<file path="config.mk">
export PLATFORM = sky130hd
export DESIGN_NAME = bpt_bht
export DESIGN_NICKNAME = d
export VERILOG_FILES = /design/src/rtl/bpt_bht_pkg.sv /design/src/rtl/bpt_resolve.sv /design/src/rtl/bpt_bht.sv
export SDC_FILE = /design/constraint.sdc
export NUM_CORES = 1
export LEC_CHECK = 0
export CAP_MARGIN = 20
export CORE_MARGIN = 5
export CORE_UTILIZATION = 48
export CTS_BUF_LIST = sky130_fd_sc_hd__clkbuf_16
export DETAILED_ROUTE_END_ITERATION = 10
export PLACE_DENSITY_LB_ADDON = 0.15
export SLEW_MARGIN = 15
export SYNTH_ARGS = -nofsm -noshare
export SYNTH_HDL_FRONTEND = slang
export SYNTH_SLANG_ARGS = --single-unit
</file>
<file path="constraint.sdc">
create_clock -name clk -period 5.7 [get_ports clk]
set_clock_uncertainty 0.1 [all_clocks]
set_input_delay 1.425 -clock clk [delete_from_list [all_inputs] [get_ports clk]]
set_output_delay 1.425 -clock clk [all_outputs]
set_load 0.01 [all_outputs]
</file>
<file path="src/rtl/bpt_bht_pkg.sv">
// Shared constants for the branch predictor: funct3 codes, counter encodings, saturating update.
package bpt_bht_pkg;

  localparam int XLEN = 32;

  localparam logic [2:0] B_EQ  = 3'b000;
  localparam logic [2:0] B_NE  = 3'b001;
  localparam logic [2:0] B_LT  = 3'b100;
  localparam logic [2:0] B_GE  = 3'b101;
  localparam logic [2:0] B_LTU = 3'b110;
  localparam logic [2:0] B_GEU = 3'b111;

  typedef enum logic [1:0] {
    CTR_SNT = 2'b00,
    CTR_WNT = 2'b01,
    CTR_WT  = 2'b10,
    CTR_ST  = 2'b11
  } ctr_t;

  localparam ctr_t CTR_RST = CTR_WNT;

  function automatic ctr_t ctr_next(input ctr_t c, input logic taken);
    ctr_t n;
    n = c;
    case (c)
      CTR_SNT: n = taken ? CTR_WNT : CTR_SNT;
      CTR_WNT: n = taken ? CTR_WT  : CTR_SNT;
      CTR_WT:  n = taken ? CTR_ST  : CTR_WNT;
      CTR_ST:  n = taken ? CTR_ST  : CTR_WT;
      default: n = c;
    endcase
    return n;
  endfunction

endpackage

</file>
<file path="src/rtl/bpt_resolve.sv">
// EX-stage branch resolver: actual outcome from funct3 + ALU flags, mispredict and redirect PC.
module bpt_resolve #(
  parameter int XLEN = 32
) (
  input  logic            ex_branch,
  input  logic [2:0]      ex_funct,
  input  logic [XLEN-1:0] ex_pc,
  input  logic [XLEN-1:0] ex_imm,
  input  logic            ex_take,
  input  logic            alu_zero,
  input  logic            alu_sign,
  input  logic            alu_carry,
  output logic            actual,
  output logic            predict_fail,
  output logic [XLEN-1:0] fail_addr
);
  import bpt_bht_pkg::*;

  always_comb begin
    actual = 1'b0;
    case (ex_funct)
      B_EQ:    actual = alu_zero;
      B_NE:    actual = ~alu_zero;
      B_LT:    actual = alu_sign;
      B_GE:    actual = ~alu_sign;
      B_LTU:   actual = alu_carry;
      B_GEU:   actual = ~alu_carry;
      default: actual = 1'b0;
    endcase
  end

  assign predict_fail = ex_branch & (ex_take ^ actual);
  assign fail_addr    = actual ? ex_pc + ex_imm : ex_pc + XLEN'(4);

endmodule

</file>
<file path="src/rtl/bpt_bht.sv">
// Bimodal 2-bit branch history table with same-cycle write bypass and EX resolver.
// Optional global-history (gshare) indexing when BPT_GSHARE_EN is defined.
module bpt_bht #(
  parameter  int XLEN        = 32,
  parameter  int BHT_ENTRIES = 64,
  parameter  int IDX_LSB     = 2,
  localparam int IDX_W       = $clog2(BHT_ENTRIES)
) (
  input  logic             clk,
  input  logic             rst_n,
  input  logic             if_branch,
  input  logic [XLEN-1:0]  if_pc,
  input  logic [XLEN-1:0]  if_imm,
  output logic             if_take,
  output logic [XLEN-1:0]  if_target,
  output logic [IDX_W-1:0] if_idx,
  input  logic             ex_branch,
  input  logic [2:0]       ex_funct,
  input  logic [XLEN-1:0]  ex_pc,
  input  logic [XLEN-1:0]  ex_imm,
  input  logic             ex_take,
  input  logic [IDX_W-1:0] ex_idx,
  input  logic             alu_zero,
  input  logic             alu_sign,
  input  logic             alu_carry,
  output logic             predict_fail,
  output logic             bxx_flush,
  output logic [XLEN-1:0]  fail_addr
);
  import bpt_bht_pkg::*;

  ctr_t [BHT_ENTRIES-1:0] ctr_q;
  ctr_t                   ex_upd;
  ctr_t                   rd_ctr;
  logic                   actual;

  bpt_resolve #(.XLEN(XLEN)) u_resolve (
    .ex_branch    (ex_branch),
    .ex_funct     (ex_funct),
    .ex_pc        (ex_pc),
    .ex_imm       (ex_imm),
    .ex_take      (ex_take),
    .alu_zero     (alu_zero),
    .alu_sign     (alu_sign),
    .alu_carry    (alu_carry),
    .actual       (actual),
    .predict_fail (predict_fail),
    .fail_addr    (fail_addr)
  );

  assign bxx_flush = predict_fail;
  assign ex_upd    = ctr_next(ctr_q[ex_idx], actual);

  for (genvar e = 0; e < BHT_ENTRIES; e++) begin : g_ctr
    always_ff @(posedge clk or negedge rst_n) begin
      if (!rst_n)                                  ctr_q[e] <= CTR_RST;
      else if (ex_branch && ex_idx == IDX_W'(e))   ctr_q[e] <= ex_upd;
    end
  end

`ifdef BPT_GSHARE_EN
  // History holds resolved outcomes only, so a flush never needs to repair it.
  logic [IDX_W-1:0] ghr;

  always_ff @(posedge clk or negedge rst_n) begin
    if (!rst_n)         ghr <= '0;
    else if (ex_branch) ghr <= (ghr << 1) | IDX_W'(actual);
  end

  assign if_idx = if_pc[IDX_LSB +: IDX_W] ^ ghr;
`else
  assign if_idx = if_pc[IDX_LSB +: IDX_W];
`endif

  // A read colliding with this cycle's training write sees the updated counter.
  assign rd_ctr    = (ex_branch && if_idx == ex_idx) ? ex_upd : ctr_q[if_idx];
  assign if_take   = if_branch & rd_ctr[1];
  assign if_target = if_pc + if_imm;

endmodule

</file>
Word-level counts from Yosys, hierarchy flattened

Cells that the tools add are included.

Muxes and demuxes: 12
Reduce and logical (&&, ||, !) cells: 68
Eq/ne operators: 72
Add/sub/neg operators: 3
Magnitude comparators: 2
Bitwise operators: 6

Operators with widths:

| operator                                                                      | count |
|---|---|
| 6-bit equality test (second input constant)                                   | 32 |
| 6-bit by 5-bit equality test with 1-bit output (second input constant)        | 16 |
| 1-bit logical AND                                                             | 65 |
| 32-bit adder                                                                  | 2 |
| 6-bit by 4-bit equality test with 1-bit output (second input constant)        | 8 |
| 32-bit by 3-bit adder with 32-bit output (second input constant)              | 1 |
| 32-bit two-way mux                                                            | 1 |
| 2-bit binary-select mux with 6-bit select                                     | 2 |
| 6-bit by 3-bit equality test with 1-bit output (second input constant)        | 4 |
| 6-bit by 7-bit less-than comparator with 1-bit output (second input constant) | 2 |
| 3-bit equality test (second input constant)                                   | 4 |
| 6-bit by 2-bit equality test with 1-bit output (second input constant)        | 2 |
| 2-bit two-way mux                                                             | 5 |
| 2-bit case mux with 4 select lines                                            | 1 |
| 6-bit by 1-bit equality test with 1-bit output (second input constant)        | 1 |
| 6-bit equality test                                                           | 1 |
| 6-bit zero test                                                               | 1 |
| 1-bit case mux with 6 select lines                                            | 1 |
| 2-bit equality test (second input constant)                                   | 2 |
| 3-bit by 1-bit equality test with 1-bit output (second input constant)        | 1 |
| 3-bit zero test                                                               | 1 |
| 1-bit inverter                                                                | 3 |
| 1-bit AND                                                                     | 2 |
| 2-bit by 1-bit equality test with 1-bit output (second input constant)        | 1 |
| 3 further kinds                                                               | 4 |

Register bits: 128
Output and inout bits: 73

Logic depth before layout (Yosys ltp)

Gate-level depths: netlist of the first run.

Depth after elaboration: 6
Gate-level depth with buffers: 10
Depth with buffers taken out: 10

By module

From an unflattened synthesis of the first run, not the netlist that was laid out.

Cell total of the unflattened synthesis: 1,280
Area, all modules: 11,113.2 sq um

Modules (own cells, without submodules):

| module      | cells an instance | area an instance (sq um) | seq. area each (sq um) | instances |
|---|---|---|---|---|
| bpt_bht     | 851               | 8,240.4                  | 3,283.1                | 1 |
| bpt_resolve | 429               | 2,872.8                  | 0.0                    | 1 |

Worst setup path after synthesis of the first run

Ideal clock, no wire load.

Kind: in2out
From: input port if_pc[2]
To: output port if_take
Buffers on the path: 2
Slack: 0.093 ns
Arrival time: 4.082 ns
Stages on the path: 7
Required time: 4.175 ns
Cells stage by stage: clkbuf_1 buf_1 mux4_2 mux4_2 mux4_2 o21ai_0 a31oi_1

Cells in the longest elaborated chain, start to end: 4

RTL lines:

| what                                                                                    | line          | RTL |
|---|---|---|
| from (decl)                                                                             | bpt_bht.sv:12 | `input logic [XLEN-1:0] if_pc,` |
| 2-bit binary-select mux with 6-bit select / 6-bit equality test (equally long branches) | bpt_bht.sv:76 | `assign rd_ctr = (ex_branch && if_idx == ex_idx) ? ex_upd : ctr_q[if_idx];` |
| 2-bit two-way mux (not written as such) / 1-bit logical AND (equally long branches)     | bpt_bht.sv:76 |  |
| 2-bit two-way mux *                                                                     | bpt_bht.sv:76 |  |
| 1-bit AND *                                                                             | bpt_bht.sv:77 | `assign if_take = if_branch & rd_ctr[1];` |
| to (decl)                                                                               | bpt_bht.sv:14 | `output logic if_take,` |

Mark *: on every way between the ends. The rest lies on a longest branch, timed or not. The select of a mux whose other input is x is not followed.

Worst setup path after layout of the first run

From: input port if_pc[11]
To: output port if_target[28]

Cells in the longest elaborated chain, start to end: 1

RTL lines:

| what         | line          | RTL |
|---|---|---|
| 32-bit adder | bpt_bht.sv:78 | `assign if_target = if_pc + if_imm;` |
| to (decl)    | bpt_bht.sv:15 | `output logic [XLEN-1:0] if_target,` |

No other way between the ends.

==> results by group, run 1 <==
Global routing
  • Pin count of the biggest net entering global routing: 57
  • Via count of the first global-routing pass: 10,506
  • Overall track demand over capacity in global routing: 27.8%
  • Total congestion overflow after global routing: 0
  • Initial antenna violation count: 0
  • Wire length of the first global-routing pass: 55.2 mm

Floorplan
  • Io pins: 218
  • Die Ht: 158 um
  • Initial Util: 48.4%
  • Floorplan Core Area: 0.0217 sq mm
  • Horizontal die dimension: 158 um
  • Total Die Area: 0.0249 sq mm
  • Number of placement rows: 54

Drt
  • Antenna viol nets, final: 0
  • Metal-1 WL: 14.5 mm
  • Uppermost routed layer: met4
  • Met2 layer wire length in the routed design: 17.5 mm
  • Total met3 wirelength after detailed routing: 2.62 mm
  • Routed Wire Length: 35.7 mm
  • Average wire per standard cell: 19.2 um
  • Violation count after the first detailed-route iteration: 805
  • Via total after detailed routing: 10,833
  • Count of unresolved DRC violations after routing: 0
  • First-pass iteration count of the detailed router: 5
  • DR vias/cell: 5.81

Setup path
  • Worst setup path class: in2out
  • Reg2reg path depth: 10
  • Sort of element at the end of the critical path: output port
  • Endpoint of the worst-slack reg-to-reg timing path: ctr_q[97]
  • Worst setup slack for register-to-register paths: 2370 ps
  • Arrival @ worst endpoint: 4100 ps
  • Setup crit start: if_pc[11]
  • Worst r2r src: ctr_q[127]
  • Critical Path Start Type: input port
  • Worst setup path end: if_target[28]
  • Required @ worst endpoint: 4180 ps
  • Maximum net fanout on the critical path: 3

Synth
  • Commonest cells in the netlist: 227 x sky130_fd_sc_hd__nand2_1, 93 x sky130_fd_sc_hd__o21ai_0, 92 x sky130_fd_sc_hd__nor2_1, 71 x sky130_fd_sc_hd__a21oi_1
  • Cell types occupying the most area after synthesis: sky130_fd_sc_hd__dfstp_2 16%, sky130_fd_sc_hd__dfrtp_1 15%, sky130_fd_sc_hd__mux4_2 14%, sky130_fd_sc_hd__nand2_1 8.1%, sky130_fd_sc_hd__ha_1 7.5%
  • Synthesis Warnings: 0
  • Mux share of post-synthesis cell area: 13.8%
  • Share of the synthesized area in the top cell type: 16.0%
  • Leading register cell type out of synthesis: sky130_fd_sc_hd__dfstp_2
  • Post-synthesis share of cell area spent on full adders, half adders and majority gates: 8.00%
  • Largest family of logic cells by synthesized area: simple AND/OR/NAND/NOR gates
  • Mean Syn Cell Area: 8.85 sq um
  • Fraction of registers with async set or reset after synthesis: 100%
  • Number of library cell types mapped by synthesis: 61
  • Share of the synthesized area in compound gates (AO/OA/AOI/OAI): 18.2%
  • Number of synthesized register bits: 128
  • Top-count cell post-synth: sky130_fd_sc_hd__nand2_1
  • Number of synthesized flops with an enable pin: 0
  • Simple-Gate Fraction of Synth Area: 19.0%
  • Xor-xnor portion of the synthesized cell area: 6.93%
  • Post-synthesis sequential area ratio: 31.3%
  • Netlist Area Pre-Place: 0.0105 sq mm
  • Cell type contributing the most total cell area after synthesis: sky130_fd_sc_hd__dfstp_2
  • Nets in the synthesized netlist: 1,396
  • Instance count of the mapped netlist: 1,186

Clock tree
  • Count of clock tree sinks: 128
  • Clock buffers created by TritonCTS: 17
  • CTS tree: done
  • Clock insertion delay at the later pin of the skew report: 430 ps
  • Clock-pin slew of the registers on the worst-case setup and hold paths: 50 ps
  • Cts-stage hold buffer count: 0
  • CTS Root Buffer Type: sky130_fd_sc_hd__clkbuf_16
  • H-tree depth reported by CTS: 4
  • CTS Buffer Depth: 2

Timing
  • Setup violators final: 0
  • Setup repair after global routing missed its margin: true
  • Slew HR: 27.9%
  • Max Fclk: 178 MHz
  • Worst slew pin tran: 1070 ps
  • Clock period minus worst slack: 5620 ps
  • Final Slew Violations: 0
  • Final Hold Viols: 0
  • Period Utilization, post-route: 98.6%

Final layout
  • Storage cell area: 0.00328 sq mm
  • Final design utilization: 71.0%
  • Number of filler cells placed in the layout: 1,620
  • Total area of multi-input combinational cells: 0.00745 sq mm
  • Top flop regs: ctr_q (128)
  • Area growth from synthesis to layout: 46.8%
  • Register containing the most flip-flops in the final layout: ctr_q
  • Fraction of final layout cells with drive strength greater than 1: 29.2%
  • Final cell count without fillers: 1,863
  • Max FFs per register: 128
  • Net count, final: 1,778

Placed design
  • Instance count after placement with tap cells included: 1,813
  • Estimated wirelength of the detail-placed design: 27.1 mm
  • PortBufs: 217
  • Gpl congestion: 0.891

Status
  • Result of the run: finished clean

Power
  • Total leakage power: 6.54 nW
  • Maximum vdd ir drop: 0.200 mV
  • Power density over the cells: 223 mW/mm^2
  • Post-layout total power: 3.43 mW

Flow run
  • Max Cap Viol: 0

Worst hold path
  • Tightest Hold Check Type: reg2reg
[worst max-delay path, stage by stage]
cell	delay, ps
sky130_fd_sc_hd__clkdlybuf4s50_1	420
sky130_fd_sc_hd__ha_1	310
sky130_fd_sc_hd__and3_4	210
sky130_fd_sc_hd__nand3_1	120
sky130_fd_sc_hd__buf_4	170
sky130_fd_sc_hd__or4_4	490
sky130_fd_sc_hd__o32ai_4	140
sky130_fd_sc_hd__o21ai_2	100
sky130_fd_sc_hd__a31oi_1	200
sky130_fd_sc_hd__buf_4	140
sky130_fd_sc_hd__buf_4	100
sky130_fd_sc_hd__xor2_2	120
sky130_fd_sc_hd__buf_2	150
[final cells by class]
type | instances | area share, %
multi-input combinational | 991 | 48.4
timing repair buffer | 418 | 24.2
sequential | 128 | 21.3
clock buffer | 17 | 2.76
tap | 280 | 2.27
clock inverter | 15 | 0.780
inverter | 12 | 0.292
antenna | 2 | 0.0325
[stage by stage]
step | setup TNS (ps) | instance area [sq um] | hold slack (ps) | worst slack (ps)
6_report | 0 | 15400 | 361 | 78.2
3_3_place_gp | -13780 | 14200 | 349 | -612
2_1_floorplan | 0 | 10500 | 340 | 93.0
3_5_place_dp | -14170 | 14200 | 354 | -625
5_1_grt | -190 | 15400 | 376 | -54.5
4_1_cts | -139 | 15000 | 363 | -94.7
[what timing repair did]
| item | CTS | global route |
|---|---|---|
| buffers inserted | 7 | 9 |
| pin swaps | 29 | 41 |
| hold endpoints to repair | 0 | 0 |
| endpoints found under the setup margin | 45 | 35 |
| gates resized for setup | 133 | 98 |
[placed cells by master, fill, tap and decap left out, types with 14 or more instances in the layout]
master / count
sky130_fd_sc_hd__o21ai_1: 64
sky130_fd_sc_hd__a21oi_1: 63
sky130_fd_sc_hd__dfrtp_1: 64
sky130_fd_sc_hd__dlymetal6s2s_1: 30
sky130_fd_sc_hd__clkbuf_16: 17
sky130_fd_sc_hd__buf_2: 14
sky130_fd_sc_hd__nor3_1: 20
sky130_fd_sc_hd__clkdlybuf4s50_1: 138
sky130_fd_sc_hd__ha_1: 46
sky130_fd_sc_hd__xnor2_1: 51
sky130_fd_sc_hd__nand4_1: 16
sky130_fd_sc_hd__nand2b_1: 16
sky130_fd_sc_hd__dfstp_2: 64
sky130_fd_sc_hd__dlygate4sd2_1: 26
sky130_fd_sc_hd__nand2_1: 226
sky130_fd_sc_hd__buf_4: 194
sky130_fd_sc_hd__xor2_1: 29
sky130_fd_sc_hd__ha_4: 16
sky130_fd_sc_hd__nor2_1: 89
sky130_fd_sc_hd__o21ai_0: 80
sky130_fd_sc_hd__a21o_1: 21
sky130_fd_sc_hd__a31oi_1: 18
sky130_fd_sc_hd__nand3_1: 18
sky130_fd_sc_hd__mux4_2: 63
[worst min path at each step]
stage,startpoint,endpoint,cells after the start,slack (ps)
floorplan,ctr_q[124],ctr_q[124],2,340
global placement,ctr_q[24],ctr_q[24],2,350
detailed placement,ctr_q[4],ctr_q[4],2,350
CTS,ctr_q[4],ctr_q[4],2,360
global route,ctr_q[18],ctr_q[18],2,380
finish,ctr_q[4],ctr_q[4],2,360
[per-layer routing]
| metal | global-route usage [%] | vias up |
|---|---|---|
| met3 | 5.28 | 100 |
| met1 | 35.9 | 5204 |
| met4 | 8.81 | 0 |
| met5 | 0 | - |
| met2 | 47.3 | 403 |
| li1 | - | 5126 |
[kinds of logic after synthesis]
logic type / after synthesis
AO/OA/AOI/OAI: 327
XOR/XNOR: 83
adder cells (fa/ha/maj): 66
buffers and inverters: 67
flip-flops: 128
multiplexers: 66
AND/OR/NAND/NOR: 449
[power by group]
part	total, mW	internal, mW	switching (mW)
registers	1.11	1.05	0.0581
logic	1.32	0.669	0.648
clock network	1.00	0.593	0.410
Power figures use the tool's default switching activity.
==> run 2: changes to the inputs <==
--- a/config.mk
+++ b/config.mk
@@ -10,7 +10,8 @@
 export CORE_UTILIZATION = 48
 export CTS_BUF_LIST = sky130_fd_sc_hd__clkbuf_16
 export DETAILED_ROUTE_END_ITERATION = 10
-export PLACE_DENSITY_LB_ADDON = 0.15
+export PLACE_DENSITY = 0.91
+export SETUP_SLACK_MARGIN = 0.05
 export SLEW_MARGIN = 15
 export SYNTH_ARGS = -nofsm -noshare
 export SYNTH_HDL_FRONTEND = slang
==> results by group, run 2 (synthesized netlist as in run 1, its figures left out) <==
Timing
  • Final Slew Violations: 0 (unchanged)
  • Worst slew pin tran: 977 ps (-95.5 ps)
  • Final Hold Viols: 0 (unchanged)
  • Max Fclk: 175 MHz (-1.4%)
  • Final setup slack of the worst path: -3.13 ps (-81.3 ps)
  • Setup repair after global routing missed its margin: true
  • Slew HR: 34.9% (+7.0 points)
  • Worst hold margin: 360 ps (-0.860 ps)
  • Setup violators final: 1 (+1)
  • Final total negative setup slack: -3.13 ps (-3.13 ps)
  • Clock period minus worst slack: 5700 ps (+81.3 ps)
  • Period Utilization, post-route: 100% (+1.4 points)

Setup path
  • Worst setup path class: in2out
  • Critical Path Start Type: input port
  • Maximum net fanout on the critical path: 4 (+1)
  • Sort of element at the end of the critical path: output port
  • Arrival @ worst endpoint: 4180 ps (+80 ps)
  • Required @ worst endpoint: 4180 ps (about the same)

Drt
  • Count of unresolved DRC violations after routing: 0 (unchanged)
  • Via total after detailed routing: 11,735 (+8.3%)
  • First-pass iteration count of the detailed router: 6 (+1)
  • Routed Wire Length: 40.2 mm (+12%)
  • Average wire per standard cell: 21.6 um (+13%)
  • Antenna viol nets, final: 0 (unchanged)
  • Violation count after the first detailed-route iteration: 1,303 (+62%)
  • DR vias/cell: 6.32 (+8.6%)

Floorplan
  • Floorplan Core Area: 0.0217 sq mm (unchanged)
  • Io pins: 218 (unchanged)
  • Horizontal die dimension: 158 um (unchanged)
  • Total Die Area: 0.0249 sq mm (unchanged)
  • Number of placement rows: 54 (unchanged)
  • Die Ht: 158 um (unchanged)
  • Initial Util: 48.4% (unchanged)

Clock tree
  • Cts-stage hold buffer count: 0 (unchanged)
  • Count of clock tree sinks: 128 (unchanged)
  • H-tree depth reported by CTS: 4 (unchanged)
  • Clock buffers created by TritonCTS: 17 (unchanged)
  • Clock-pin slew of the registers on the worst-case setup and hold paths: 50 ps (about the same)
  • CTS Buffer Depth: 2 (unchanged)
  • CTS tree: done
  • Clock insertion delay at the later pin of the skew report: 430 ps (about the same)
  • CTS Root Buffer Type: sky130_fd_sc_hd__clkbuf_16

Power
  • Sw Pwr: 1.16 mW (+3.7%)
  • Internal power of the cells: 2.36 mW (+2.0%)
  • Power density over the cells: 228 mW/mm^2 (+2.3%)
  • Maximum vdd ir drop: 0.261 mV (+31%)
  • Clock Power Share: 29.3% (about the same)
  • Total leakage power: 6.58 nW (+0.67%)
  • Comb power frac: 39.1% (+0.7 points)
  • Switching power as a share of total power: 32.9% (+0.37 points)
  • Part of the total power dissipated in sequential elements: 31.6% (-0.8 points)

Final layout
  • Final design utilization: 71.2% (+0.20 points)
  • Top flop regs: ctr_q (128)
  • Most frequent cells in the layout: 224 x sky130_fd_sc_hd__nand2_1, 184 x sky130_fd_sc_hd__buf_4, 131 x sky130_fd_sc_hd__clkdlybuf4s50_1
  • Total area of multi-input combinational cells: 0.00747 sq mm (+0.34%)
  • Max FFs per register: 128 (unchanged)
  • Fraction of final layout cells with drive strength greater than 1: 29.6% (+0.43 points)
  • Number of filler cells placed in the layout: 1,357 (-16%)
  • Area growth from synthesis to layout: 47.2%
  • Register containing the most flip-flops in the final layout: ctr_q
  • Net count, final: 1,773 (-0.28%)
  • Most common library cell in the layout ignoring fill and taps: sky130_fd_sc_hd__nand2_1
  • Storage cell area: 0.00328 sq mm (unchanged)
  • Fin area: 0.0154 sq mm (+0.28%)

Placed design
  • Gpl congestion: 0.975 (+9.4%)
  • Estimated wirelength of the detail-placed design: 27.5 mm (+1.4%)
  • PortBufs: 217 (unchanged)
  • Placement-stage cell area: 0.0142 sq mm (-0.19%)

Status
  • Result of the run: finished, violations left
  • Violated checks: negative setup slack

Flow run
  • Max Cap Viol: 0 (unchanged)

Worst hold path
  • Tightest Hold Check Type: reg2reg

Global routing
  • Wire length of the first global-routing pass: 57.4 mm (+4.1%)
  • Pin count of the biggest net entering global routing: 82 (+44%)
  • Initial antenna violation count: 0 (unchanged)
  • Overall track demand over capacity in global routing: 28.6% (+0.79 points)
  • Via count of the first global-routing pass: 11,526 (+9.7%)
  • Total congestion overflow after global routing: 0 (unchanged)
[run 2: changes by cell type in the layout (fill, tap and decap cells not counted), moves of 4 or more]
| cell | previous run | this run |
|---|---|---|
| sky130_fd_sc_hd__buf_4 | 194 | 184 |
| sky130_fd_sc_hd__dlymetal6s2s_1 | 30 | 39 |
| sky130_fd_sc_hd__clkdlybuf4s50_1 | 138 | 131 |
| sky130_fd_sc_hd__ha_1 | 46 | 39 |
| sky130_fd_sc_hd__o21ai_2 | 7 | 12 |
| sky130_fd_sc_hd__ha_4 | 16 | 20 |
[run 2: final timing paths]
check	from	slack, ps	endpoint	depth (start not counted)
max	ex_imm[1]	-3	fail_addr[19]	13
min	ctr_q[32]	360	ctr_q[32]	2
max reg2reg	ctr_q[62]	2330	ctr_q[24]	8
min reg2reg	ctr_q[32]	360	ctr_q[32]	2
max in group asynchronous	rst_n	3260	ctr_q[41]	2
min in group asynchronous	rst_n	1080	ctr_q[115]	1
[run 2: worst max-delay path: stages]
cell,delay (ps)
sky130_fd_sc_hd__dlygate4sd2_1,280
sky130_fd_sc_hd__ha_1,360
sky130_fd_sc_hd__a211oi_4,320
sky130_fd_sc_hd__o211ai_1,200
sky130_fd_sc_hd__nand4_1,230
sky130_fd_sc_hd__buf_4,160
sky130_fd_sc_hd__buf_6,110
sky130_fd_sc_hd__a211oi_4,60
sky130_fd_sc_hd__o31a_1,340
sky130_fd_sc_hd__o21ai_2,210
sky130_fd_sc_hd__nand4b_1,180
sky130_fd_sc_hd__o311ai_2,120
sky130_fd_sc_hd__buf_2,180
[run 2: power by group through the flow]
stage	sequential (mW)	combinational [mW]	clock, mW
CTS	1.11	1.28	1.02
finish	1.11	1.37	1.03
detailed placement	1.12	1.28	0
global route	1.12	1.46	1.07
global placement	1.11	1.22	0
floorplan	1.10	0.653	0
[run 2: area by class of cell]
type,count,share of cell area (%)
Multi-Input combinational cell,991,48.4
Timing Repair Buffer,413,24.2
Sequential cell,128,21.3
Clock buffer,17,2.75
Tap cell,280,2.27
Clock inverter,14,0.818
Inverter,12,0.292
Antenna cell,3,0.0486
[run 2: what timing repair did]
item	4_1_cts	5_1_grt
endpoints found under the setup margin	47	39
buffers inserted	7	10
pin swaps	22	67
cloned	0	0
endpoints found under the hold margin	0	0
gates resized for setup	120	134
[run 2: layer usage]
metal | part of all wire, % | track usage (%) | wire length (um)
met1 | 35 | 34.0 | 14100
met2 | 49 | 50.8 | 19800
met3 | 9.8 | 5.47 | 3930
met4 | 5.9 | 11.8 | 2350
met5 | 0 | 0 | 0
[run 2: metrics by stage]
| stage | cells | power, mW | worst slack [ps] |
|---|---|---|---|
| final | 1858 | 3.52 | -3.13 |
| after floorplan | 1186 | 1.75 | 93.0 |
| after global routing | 1855 | 3.65 | -61.6 |
| after CTS | 1845 | 3.41 | -209 |
| after global placement | 1806 | 2.34 | -518 |
| after detailed placement | 1807 | 2.40 | -578 |
